### src/rtl/sdram_pkg.sv
// Shared command encodings, FSM states, error causes and mode-word rules for the SDRAM init monitor.
// mode_word_ok is only consulted when SDRAM_MODE_CHECK_EN is defined.
package sdram_pkg;

  typedef enum logic [2:0] {
    CMD_NOP   = 3'd0,
    CMD_PRE   = 3'd1,
    CMD_REF   = 3'd2,
    CMD_MRS   = 3'd3,
    CMD_OTHER = 3'd4
  } cmd_t;

  typedef enum logic [2:0] {
    S_PWR = 3'd0,
    S_REF = 3'd1,
    S_MRD = 3'd2,
    S_RDY = 3'd3,
    S_ERR = 3'd4
  } state_t;

  localparam logic [2:0] ERR_NONE    = 3'd0;
  localparam logic [2:0] ERR_EARLY   = 3'd1;
  localparam logic [2:0] ERR_ORDER   = 3'd2;
  localparam logic [2:0] ERR_FEW_REF = 3'd3;
  localparam logic [2:0] ERR_TIMING  = 3'd4;
  localparam logic [2:0] ERR_MODE    = 3'd5;
  localparam logic [2:0] ERR_MRD     = 3'd6;

  // A deselected chip is indistinguishable from a NOP as far as the protocol is concerned.
  function automatic cmd_t decode_cmd(input logic cs_n, input logic ras_n,
                                      input logic cas_n, input logic we_n);
    cmd_t cmd;
    if (cs_n) begin
      cmd = CMD_NOP;
    end else begin
      case ({ras_n, cas_n, we_n})
        3'b111:  cmd = CMD_NOP;
        3'b010:  cmd = CMD_PRE;
        3'b001:  cmd = CMD_REF;
        3'b000:  cmd = CMD_MRS;
        default: cmd = CMD_OTHER;
      endcase
    end
    return cmd;
  endfunction

  // Reserved bits clear, CAS latency 2 or 3, sequential burst of 1/2/4/8.
  function automatic logic mode_word_ok(input logic [12:0] addr);
    return (addr[12:10] == 3'b000) &&
           ((addr[6:4] == 3'b010) || (addr[6:4] == 3'b011)) &&
           (addr[3] == 1'b0) && (addr[2] == 1'b0);
  endfunction

endpackage

### src/rtl/sdram_gap_timer.sv
// Saturating count of enabled cycles since the last non-NOP command, with minimum-spacing flags.
// The flags count the current cycle, so a command one cycle after its predecessor sees an elapsed time of 1.
module sdram_gap_timer #(
  parameter int unsigned TRP_CYCLES  = 1,
  parameter int unsigned TRFC_CYCLES = 2,
  parameter int unsigned TMRD_CYCLES = 2
) (
  input  logic iclk,
  input  logic ctr_reset,
  input  logic enable,
  input  logic restart,
  output logic trp_ok,
  output logic trfc_ok,
  output logic tmrd_ok
);

  localparam logic [8:0] TRP_LIM  = 9'(TRP_CYCLES);
  localparam logic [8:0] TRFC_LIM = 9'(TRFC_CYCLES);
  localparam logic [8:0] TMRD_LIM = 9'(TMRD_CYCLES);

  logic [7:0] count;
  logic [8:0] elapsed;

  always_ff @(posedge iclk or posedge ctr_reset) begin
    if (ctr_reset) begin
      count <= '0;
    end else if (enable) begin
      if (restart) begin
        count <= '0;
      end else if (count != 8'hFF) begin
        count <= count + 8'd1;
      end
    end
  end

  assign elapsed = {1'b0, count} + 9'd1;
  assign trp_ok  = (elapsed >= TRP_LIM);
  assign trfc_ok = (elapsed >= TRFC_LIM);
  assign tmrd_ok = (elapsed >= TMRD_LIM);

endmodule

### src/rtl/sdram_init_monitor.sv
// Watches the SDRAM command bus through power-up, PRECHARGE ALL, AUTO REFRESH and MRS, reporting ready or a sticky error.
// Define SDRAM_MODE_CHECK_EN to also reject MRS words with unsupported CAS latency / burst settings.
module sdram_init_monitor
  import sdram_pkg::*;
#(
  parameter int unsigned POWERUP_CYCLES = 10000,
  parameter int unsigned MIN_REFRESH    = 2,
  parameter int unsigned TRP_CYCLES     = 1,
  parameter int unsigned TRFC_CYCLES    = 2,
  parameter int unsigned TMRD_CYCLES    = 2
) (
  input  logic        iclk,
  input  logic        ctr_reset,
  input  logic        ienb,
  input  logic        DRAM_CKE,
  input  logic        DRAM_CS_N,
  input  logic        DRAM_RAS_N,
  input  logic        DRAM_CAS_N,
  input  logic        DRAM_WE_N,
  input  logic [1:0]  DRAM_BA,
  input  logic [12:0] DRAM_ADDR,
  output logic        oready,
  output logic        oerr,
  output logic [2:0]  oerr_code,
  output logic [12:0] omode_reg,
  output logic [7:0]  oref_count,
  output logic [2:0]  ostate
);

  localparam int unsigned PW = $clog2(POWERUP_CYCLES + 1);
  localparam logic [PW-1:0] PWR_MIN = PW'(POWERUP_CYCLES);
  localparam logic [7:0]    REF_MIN = 8'(MIN_REFRESH);

  state_t state, state_next;
  cmd_t cmd;
  logic [PW-1:0] pwr_cnt;
  logic [7:0] ref_count;
  logic [12:0] mode_reg;
  logic [2:0] err_code, err_next;
  logic last_ref;
  logic trp_ok, trfc_ok, tmrd_ok, gap_ok, mode_ok;
  logic restart, ref_inc, mode_cap;
  logic bus_unused;

  assign cmd        = decode_cmd(DRAM_CS_N, DRAM_RAS_N, DRAM_CAS_N, DRAM_WE_N);
  assign restart    = ienb && (cmd != CMD_NOP);
  assign gap_ok     = last_ref ? trfc_ok : trp_ok;
  assign bus_unused = ^DRAM_BA;

`ifdef SDRAM_MODE_CHECK_EN
  assign mode_ok = mode_word_ok(DRAM_ADDR);
`else
  assign mode_ok = 1'b1;
`endif

  sdram_gap_timer #(
    .TRP_CYCLES (TRP_CYCLES),
    .TRFC_CYCLES(TRFC_CYCLES),
    .TMRD_CYCLES(TMRD_CYCLES)
  ) u_gap (
    .iclk     (iclk),
    .ctr_reset(ctr_reset),
    .enable   (ienb),
    .restart  (restart),
    .trp_ok   (trp_ok),
    .trfc_ok  (trfc_ok),
    .tmrd_ok  (tmrd_ok)
  );

  // Violations are resolved before any counter strobe so an offending command never also counts.
  always_comb begin
    state_next = state;
    err_next   = ERR_NONE;
    ref_inc    = 1'b0;
    mode_cap   = 1'b0;
    if (ienb) begin
      case (state)
        S_PWR: begin
          if (cmd != CMD_NOP) begin
            if (pwr_cnt < PWR_MIN)                   err_next   = ERR_EARLY;
            else if (cmd == CMD_PRE && DRAM_ADDR[10]) state_next = S_REF;
            else                                     err_next   = ERR_ORDER;
          end
        end
        S_REF: begin
          case (cmd)
            CMD_REF: begin
              if (!gap_ok) err_next = ERR_TIMING;
              else         ref_inc  = 1'b1;
            end
            CMD_MRS: begin
              if (ref_count < REF_MIN) err_next = ERR_FEW_REF;
              else if (!gap_ok)        err_next = ERR_TIMING;
              else if (!mode_ok)       err_next = ERR_MODE;
              else begin
                mode_cap   = 1'b1;
                state_next = S_MRD;
              end
            end
            CMD_PRE, CMD_NOP: ;
            default: err_next = ERR_ORDER;
          endcase
        end
        S_MRD: begin
          if (cmd != CMD_NOP) err_next   = ERR_MRD;
          else if (tmrd_ok)   state_next = S_RDY;
        end
        S_RDY: begin
          if (cmd == CMD_MRS && mode_ok) mode_cap = 1'b1;
        end
        default: ;
      endcase
    end
    if (err_next != ERR_NONE) state_next = S_ERR;
  end

  always_ff @(posedge iclk or posedge ctr_reset) begin
    if (ctr_reset) begin
      state     <= S_PWR;
      pwr_cnt   <= '0;
      ref_count <= '0;
      mode_reg  <= '0;
      err_code  <= ERR_NONE;
      last_ref  <= 1'b0;
    end else begin
      state <= state_next;
      if (err_next != ERR_NONE) err_code <= err_next;
      if (ienb && state == S_PWR) begin
        if (!DRAM_CKE)                             pwr_cnt <= '0;
        else if (cmd == CMD_NOP && pwr_cnt != '1) pwr_cnt <= pwr_cnt + 1'b1;
      end
      if (ref_inc && ref_count != 8'hFF) ref_count <= ref_count + 8'd1;
      if (mode_cap)                      mode_reg  <= DRAM_ADDR;
      if (restart)                       last_ref  <= (cmd == CMD_REF);
    end
  end

  assign oready     = (state == S_RDY);
  assign oerr       = (state == S_ERR);
  assign oerr_code  = err_code;
  assign omode_reg  = mode_reg;
  assign oref_count = ref_count;
  assign ostate     = state;

endmodule
### config.mk
export PLATFORM = sky130hd
export DESIGN_NAME = sdram_init_monitor
export DESIGN_NICKNAME = d
export VERILOG_FILES = /design/src/rtl/sdram_pkg.sv /design/src/rtl/sdram_gap_timer.sv /design/src/rtl/sdram_init_monitor.sv
export SDC_FILE = /design/constraint.sdc
export NUM_CORES = 1
export LEC_CHECK = 0
export CAP_MARGIN = 20
export CORE_MARGIN = 4
export CORE_UTILIZATION = 40
export DETAILED_ROUTE_END_ITERATION = 16
export DONT_BUFFER_PORTS = 1
export GPL_TIMING_DRIVEN = 1
export PLACE_DENSITY = 0.53
export SLEW_MARGIN = 20
export SYNTH_ARGS = -nofsm -noshare
export SYNTH_HDL_FRONTEND = slang
export SYNTH_SLANG_ARGS = --single-unit
### constraint.sdc
create_clock -name iclk -period 2.3 [get_ports iclk]
set_clock_uncertainty 0.05 [all_clocks]
set_input_delay 0.69 -clock iclk [delete_from_list [all_inputs] [get_ports iclk]]
set_output_delay 0.69 -clock iclk [all_outputs]
set_load 0.1 [all_outputs]
==> run summary, run 1 <==
Counting every net in the synthesized netlist gives 324. The vertical die dimension came out at 92.4 um. After synthesis, the largest family of logic cells by area is simple AND/OR/NAND/NOR gates. The worst hold path belongs to the class input pin to asynchronous set/reset pin. The worst register-to-register path begins at u_gap.count[1]. The maximum operating frequency came out at 0.412 GHz. The number of design-rule violations left by the first detailed-router iteration is 114.

The number of cell instances on the worst register-to-register path is 8. The slowest stage of the critical path is the sky130_fd_sc_hd__or4_4 cell. The initialized floorplan defines 30 standard-cell rows. The period utilization came out at 1.06. The initial antenna violation count is 0.

The average size of a mapped cell is 9.63 um2. The checks that failed: setup timing. The pin count of the biggest net entering global routing came out at 45. Among all cell types in the netlist, the one instantiated most often is sky130_fd_sc_hd__dfrtp_1. After clock tree synthesis, the clock-pin slew on the worst setup and hold paths is 0.10 ns.

The number of design rule violations left after detail routing came out at 0. The area of the core came out at 6870 um2. After synthesis, the share of flip-flops with an asynchronous set or reset is 1.00. The area growth from synthesis to layout came out at 32.6%. The floorplan step defined a die boundary enclosing 8540 um2. The wire-length estimate of the detail-placed layout is 4.92 mm. The power per unit of standard cell area came out at 967 nW/um2. The number of different library cells used by synthesis comes to 59. By area the synthesized netlist is led by sky130_fd_sc_hd__dfrtp_1 (44%), sky130_fd_sc_hd__mux2_4 (5.3%), sky130_fd_sc_hd__o21ai_0 (4.0%).

In the final routed layout, each cell accounts on average for 15.4 um. Counting flops and latches in the post-synthesis netlist gives 50. Of the synthesized area, sequential elements account for 0.439. The leading area contributor after synthesis is sky130_fd_sc_hd__dfrtp_1.

The transition at the pin with the smallest max-transition slack came out at 0.922 ns. The endpoint of the most critical register-to-register path is omode_reg[10]. The worst ir drop on vdd is 0.598 mV. The flip-flop count of the largest register, all copies and words added is 14. STA classifies the critical path startpoint as a flip-flop. The effective utilization at floorplan came out at 0.415. Of the total synthesized cell area, the portion taken by XOR and XNOR cells is 0.0369.

The biggest fanout along the worst timing path came out at 13. The via count of the first global-routing pass came out at 2335. Setup slack on the critical path of the routed design comes to -0.127 ns.

The reg2reg setup slack is -0.13 ns. The root buffer cell is sky130_fd_sc_hd__clkbuf_8. The worst relative slew slack came out at 0.385. The minimum period implied by the final worst setup slack is 2.43 ns. The data required time at the worst endpoint came out at 2.45 ns. In this run the tool buffered the top-level ports with 0 buffer cells. The compound-cell area share of the yosys netlist came out at 0.180.

The stage delay of the slowest cell on the critical path is 0.48 ns. The number of failing hold endpoints at the final stage came out at 0. The wire length of the first global-routing pass came out at 11.5 mm. The critical path goes through buf_6, nand3_4, or4_4, a2111o_1, nor3_4, o21ai_4, buf_12, mux2_4. The top cell type's share of synthesized area came out at 0.439. Once detail routing completed, the nets flagged for antenna violations numbered 0.

The tool flagged a number of max-cap violations equal to 0. Setup repair after global routing could not meet its margin everywhere. The number of detailed-route iterations in the first pass is 4. The flow ran to the end, but the final reports show violations. The mapped netlist covers 2850 um2. Counting every sink on the clock net gives 50. The share of layout cells above drive strength 1 came out at 0.347. The number of max-slew violations in the final report came out at 0. The number of vias per cell after detailed routing is 5.38. The clock latency at the later pin of the worst-skew pair is 0.31 ns.

The worst slack on hold paths is 0.0998 ns. The basic-gate share of the synthesized area counting and, or, nand and nor cells is 0.208. The largest buffer count on any clock path is 2. Prior to clock tree synthesis, the placed netlist has a worst setup slack of -0.199 ns. The total wire length after detailed routing came out at 6.92 mm. The number of cells produced by synthesis is 296.

The vias after detailed routing is 2411. The number of CTS-inserted buffers came out at 5. The analysis attributes to cell leakage a power of 1.64 nW. Setup violations remaining at the end of the flow were counted as 21. The width of the chip came out at 92.4 um.

The weighted congestion at the end of routability-driven global placement came out at 0.814. The arrival time at the worst endpoint came out at 2.58 ns. The post-synthesis adder-cell area fraction came out at 0.0219. The total number of yosys warnings came out at 0.

The category of the worst setup path capture point is a flip-flop. 52 I/O pins were placed. Ranked by instance count, the synthesized netlist is headed by sky130_fd_sc_hd__dfrtp_1 (50), sky130_fd_sc_hd__nand2_1 (25), sky130_fd_sc_hd__o21ai_0 (23). The total congestion overflow after global routing came out at 0. The portion of netlist area occupied by mux cells is 0.0759.

For this run, the leading register cell type out of synthesis is sky130_fd_sc_hd__dfrtp_1. TritonCTS built the clock tree. The worst setup path is of the flip-flop to flip-flop kind. The number of synthesized flops with an enable pin came out at 0. The global routing usage summed across all routing layers came out at 0.166. The filler cells instantiated in the layout total 591.

The count of antenna diodes in the layout is 0. The maximum level of the CTS H-tree is 2. The number of nets at the end of the flow is 379.
## where the power goes
part	leakage, nW	switching, mW	internal, mW
Combinational	0.950	0.825	0.551
Clock	0.0472	0.298	0.242
Sequential	0.641	0.679	1.06
## worst max path at each step
stage,end,slack [ns],start
final,omode_reg[10],-0.13,u_gap.count[1]
after global placement,ostate[0],-0.22,u_gap.count[0]
after global routing,oref_count[1],-0.20,u_gap.count[1]
after CTS,omode_reg[12],-0.14,u_gap.count[1]
after floorplan,omode_reg[0],-0.17,u_gap.count[0]
after detailed placement,ostate[0],-0.20,u_gap.count[0]
## routing by layer
metal  vias up  share of wire  wire [um]  global-route usage
met5         -              0          0                   0
met4         0         0.0098         68              0.0408
met3         8          0.054        371              0.0463
met2        47           0.47       3270               0.269
met1      1156           0.46       3200               0.221
li1       1200              -          -                   -
## stage by stage
| stage | util | total power [mW] | cells | TNS (ns) | cell area [um2] |
|---|---|---|---|---|---|
| finish | 0.551 | 3.66 | 448 | -2.33 | 3780 |
| global route | 0.551 | 3.85 | 448 | -4.33 | 3780 |
| CTS | 0.536 | 3.64 | 446 | -2.40 | 3680 |
| detailed placement | 0.497 | 2.98 | 434 | -2.68 | 3420 |
| global placement | 0.497 | 2.96 | 434 | -2.24 | 3420 |
| floorplan | - | 2.62 | 296 | -2.21 | 2900 |
## placed cells by master (no fill, tap or decap), drive strengths merged, types with 4 or more instances in the layout
cell	synthesis	final
buf	2	58
dfrtp	50	50
nand2	26	26
o21ai	24	24
nor2	21	21
inv	17	17
mux2	15	15
a21oi	14	14
nand3	14	14
xor2	7	7
or3	7	7
nor3	7	7
clkbuf	8	6
nor4	6	6
nand4	5	5
a22o	5	5
xnor2	5	5
ha	5	5
or4	4	4
and2	4	4
nor3b	4	4
## critical path, delay by kind of cell (launching register included)
kind	cells	cell delay [ns]
and+or+nand+nor	3	0.83
buffers and inverters	2	0.26
AOI/OAI and AO/OA	2	0.50
muxes	1	0.29
DFF	1	0.40
## area by class of cell
class	instances	area (um2)	share of cell area
clock buffer	6	82.6	0.0218
clock inverter	2	12.5	0.00331
inverter	17	63.8	0.0169
multi-input combinational	219	1720	0.454
sequential	50	1260	0.332
tap	96	120	0.0318
timing repair buffer	58	529	0.140
## kinds of logic (layout without fill, tap and decap cells)
family	after synthesis	count (layout)
adder cells (fa/ha/maj)	5	5
AND/OR/NAND/NOR	110	110
AO/OA/AOI/OAI	76	76
multiplexers	16	16
flip-flops	50	50
buffers and inverters	27	83
XOR/XNOR	12	12
## timing repair
action / 4_1_cts / 5_1_grt
endpoints found under the setup margin: 29 / 29
buffers inserted: 4 / 2
gates resized for setup: 25 / 19
hold buffers: 0 / 0
hold endpoints to repair: 0 / 0
pin swaps: 5 / 10
Power figures use the tool's default switching activity.
==> run 2: changes to the inputs <==
Settings changed: ABC_AREA set to 1, PLACE_DENSITY 0.53 to 0.54.
==> run summary, run 2 <==
The pin count of the biggest net entering global routing is 27 (was 45). The worst relative slew slack is 0.607 (was 0.385). The cell-internal power is 1.41 mW (was 1.86 mW). The prevailing post-synth register cell is sky130_fd_sc_hd__dfrtp_1 (unchanged). The number of synthesized flops with an enable pin is 0 (unchanged).

The largest buffer count on any clock path is 2 (unchanged). The TritonCTS clock tree is yes (unchanged). Top cells by area, synth: sky130_fd_sc_hd__dfrtp_1 (42%), sky130_fd_sc_hd__nand2_1 (14%), sky130_fd_sc_hd__nand3_1 (8.0%) (was sky130_fd_sc_hd__dfrtp_1 (44%), sky130_fd_sc_hd__mux2_4 (5.3%), sky130_fd_sc_hd__o21ai_0 (4.0%)).

The worst ir drop on vdd came to 0.269 mV (was 0.598 mV). The via count of the first global-routing pass came out at 2518 (was 2335). The number of vias per cell after detailed routing is 4.90 (was 5.38). The area of the core came out at 7210 um2 (was 6870 um2).

The number of design-rule violations left by the first detailed-router iteration is 65 (was 114). The effective utilization at floorplan is 0.408 (was 0.415). The weighted congestion at the end of routability-driven global placement came out at 0.790 (was 0.814).

The net switching power is 0.474 mW (was 1.80 mW). The initial antenna violation count came out at 0 (unchanged). The type of the worst setup path was flip-flop to output port (was flip-flop to flip-flop). The die area is 8800 um2 (was 8540 um2). The arrival time at the worst endpoint came out at 1.42 ns (was 2.58 ns). The stage delay of the slowest cell on the critical path is 0.42 ns (was 0.48 ns).

The summed instance area of the synthesized netlist is 2950 um2 (was 2850 um2). The estimated wirelength of the detail-placed design is 5.32 mm (was 4.92 mm). The post-synthesis cell type count is 31 (was 59). The vias after detailed routing is 2655 (was 2411). The placement-stage worst setup slack was 0.145 ns (was -0.199 ns).

The number of design rule violations left after detail routing is 0 (unchanged). The kind of start point of the critical path is a flip-flop (unchanged). The clock power share is 0.397 (was 0.148). The count of antenna diodes in the layout came to 0 (unchanged). The critical path's slowest cell is sky130_fd_sc_hd__dfrtp_2 (was sky130_fd_sc_hd__or4_4).

The kind of cell adding the most delay to the critical path was flip-flops (was simple AND/OR/NAND/NOR gates). The biggest fanout along the worst timing path was 6 (was 13). The count of nets left with antenna violations after detail routing is 0 (unchanged). The number of port buffers is 0 (unchanged). The post-synthesis async set-or-reset flop share is 1.00 (unchanged). The maximum level of the CTS H-tree is 2 (unchanged). The worst setup margin came out at 0.143 ns (was -0.127 ns). The sum of buffers and inverters on the critical path came to 2 (unchanged). The number of detailed-route iterations in the first pass came out at 4 (unchanged). The most common library cell in the layout ignoring fill and taps is sky130_fd_sc_hd__nand2_1 (was sky130_fd_sc_hd__buf_4). RSZ-0062 raised after global routing: false (was true). The clock latency at the later pin of the worst-skew pair came to 0.31 ns (about the same). Run status: finished clean (was finished with violations). The global routing usage summed across all routing layers is 0.167 (was 0.166). Top cell types by occurrence after synthesis: sky130_fd_sc_hd__nand2_1 (113), sky130_fd_sc_hd__inv_1 (58), sky130_fd_sc_hd__dfrtp_1 (50) (was sky130_fd_sc_hd__dfrtp_1 (50), sky130_fd_sc_hd__nand2_1 (25), sky130_fd_sc_hd__o21ai_0 (23)). The total number of clock tree sinks is 50 (unchanged). The leading area contributor after synthesis is sky130_fd_sc_hd__dfrtp_1 (unchanged). Most frequent cells in the layout: sky130_fd_sc_hd__nand2_1 (112), sky130_fd_sc_hd__inv_1 (57), sky130_fd_sc_hd__nand3_1 (47) (was sky130_fd_sc_hd__buf_4 (48), sky130_fd_sc_hd__dfrtp_1 (45), sky130_fd_sc_hd__nand2_1 (25)). The data required time at the worst endpoint came to 1.56 ns (was 2.45 ns). The number of CTS-inserted buffers came out at 5 (unchanged). The number of failing hold endpoints at the final stage came out at 0 (unchanged). The root buffer cell is sky130_fd_sc_hd__clkbuf_8 (unchanged). The number of max-slew violations in the final report is 0 (unchanged). The most numerous cell in the Yosys netlist is sky130_fd_sc_hd__nand2_1 (was sky130_fd_sc_hd__dfrtp_1). The site row count came out at 31 (was 30).

The maximum operating frequency is 0.464 GHz (was 0.412 GHz). The share of layout cells above drive strength 1 came to 0.172 (was 0.347). The average size of a mapped cell came out at 7.27 um2 (was 9.63 um2). The number of nets at the end of the flow came to 470 (was 379).

The total wire length after detailed routing was 6.90 mm (was 6.92 mm). The number of filler instances in the final layout came to 727 (was 591). The number of cells produced by synthesis came out at 405 (was 296). The total number of yosys warnings is 0 (unchanged). The sequential share of power was 0.499 (was 0.476). The share of the core filled with cells is 0.487 (was 0.551). The vertical die dimension is 93.8 um (was 92.4 um). The leakage power is 1.82 nW (was 1.64 nW).

The total congestion overflow after global routing came out at 0 (unchanged). The routed length per placed instance is 12.7 um (was 15.4 um). The cell count along the critical path is 4 (was 8). The power per unit of standard cell area was 535 nW/um2 (was 967 nW/um2). The category of the worst setup path capture point is an output port (was flip-flop). The sequential area share after synthesis is 0.425 (was 0.439). The total negative setup slack is 0 ns (was -2.33 ns). The number of placed instances, taps included was 533 (was 434). The max-capacitance violation count came out at 0 (unchanged). Cell-by-cell listing of the critical path: inv_1, nand2_1, nor2_4, buf_12 (was buf_6, nand3_4, or4_4, a2111o_1, nor3_4, o21ai_4, buf_12, mux2_4). The flop and latch count out of synthesis came out at 50 (unchanged). The number of top-level design ports came out at 52 (unchanged). The post-layout instance count excluding filler cells came to 542 (was 448). The quantity of hold-fixing buffers added after cts is 0 (unchanged).

The minimum period implied by the final worst setup slack was 2.16 ns (was 2.43 ns). The width of the chip came out at 93.8 um (was 92.4 um). The flip-flop count of the largest register, all copies and words added came out at 14 (unchanged). The area growth from synthesis to layout came out at 19.3% (was 32.6%). The switching portion of total power was 0.252 (was 0.493). The total nets after synthesis is 433 (was 324). The wire length of the first global-routing pass came out at 11.9 mm (was 11.5 mm).

The clock slew seen by the registers of the worst setup and hold paths is 0.10 ns (about the same). The top cell type's share of synthesized area is 0.425 (was 0.439). The final setup violation count is 0 (was 21). The period utilization is 0.938 (was 1.06).

The class of the tightest hold or removal check was input pin to asynchronous set/reset pin (unchanged). The combinational cell fraction of total power is 0.105 (was 0.376). The number of cell instances on the worst register-to-register path came out at 13 (was 8). The transition at the pin with the smallest max-transition slack came out at 0.583 ns (was 0.922 ns).
## run 2: cell count changes in the layout (fill, tap and decap cells not counted), moves of 9 or more
cell,delta
sky130_fd_sc_hd__inv_1,+41
sky130_fd_sc_hd__nand2_1,+87
sky130_fd_sc_hd__mux2_4,-11
sky130_fd_sc_hd__nor2_1,+9
sky130_fd_sc_hd__buf_4,-14
sky130_fd_sc_hd__nand3_1,+34
## run 2: cell families after synthesis
kind of cell / count (synthesis) / synth area share
fa+ha+maj: 5 / 0.0212
compound gates: 44 / 0.0837
xor+xnor: 7 / 0.0208
buf+inv: 68 / 0.0930
simple gates: 231 / 0.356
flops: 50 / 0.425
## run 2: worst paths after layout
| kind | slack [ns] | end | from |
|---|---|---|---|
| max in group asynchronous | 1.28 | u_gap.count[0] | ctr_reset |
| min reg2reg | 0.43 | omode_reg[0] | omode_reg[0] |
| max | 0.14 | oready | ostate[2] |
| max reg2reg | 0.24 | oref_count[7] | u_gap.count[1] |
| min in group iclk | 0.43 | omode_reg[0] | omode_reg[0] |
| min | 0.26 | last_ref | ctr_reset |
## run 2: metrics by stage
stage               cell area (um2)  power [mW]  hold slack (ns)
floorplan                      2970        1.10            0.472
global placement               3350        1.14            0.411
detailed placement             3350        1.14            0.413
CTS                            3490        1.90            0.266
global route                   3510        1.98            0.293
finish                         3510        1.88            0.258
## run 2: cell type report
type                            instances  area, um2  area share
Clock inverter                          3       68.8      0.0196
Sequential cell                        50       1260       0.359
Timing Repair Buffer                   36        295      0.0840
Multi-Input combinational cell        287       1460       0.416
Tap cell                               99        124      0.0353
Inverter                               62        233      0.0662
Clock buffer                            5       68.8      0.0196
## run 2: repair_timing
item / 4_1_cts / 5_1_grt
buffers inserted: 0 / 1
setup endpoints to repair: 0 / 26
resized for setup: 0 / 5
## run 2: metal layers
layer / vias up / global-route usage / part of all wire
met2: 59 / 0.270 / 0.46
met3: 6 / 0.0433 / 0.064
met4: 0 / 0.0361 / 0.0052
met5: - / 0 / 0
met1: 1216 / 0.226 / 0.47
li1: 1374 / - / -
## run 2: power by group through the flow
stage / logic (mW) / registers, mW / clock network [mW]
2_1_floorplan: 0.157 / 0.940 / 0
3_3_place_gp: 0.188 / 0.949 / 0
3_5_place_dp: 0.190 / 0.951 / 0
4_1_cts: 0.191 / 0.934 / 0.776
5_1_grt: 0.232 / 0.942 / 0.802
6_report: 0.197 / 0.938 / 0.746
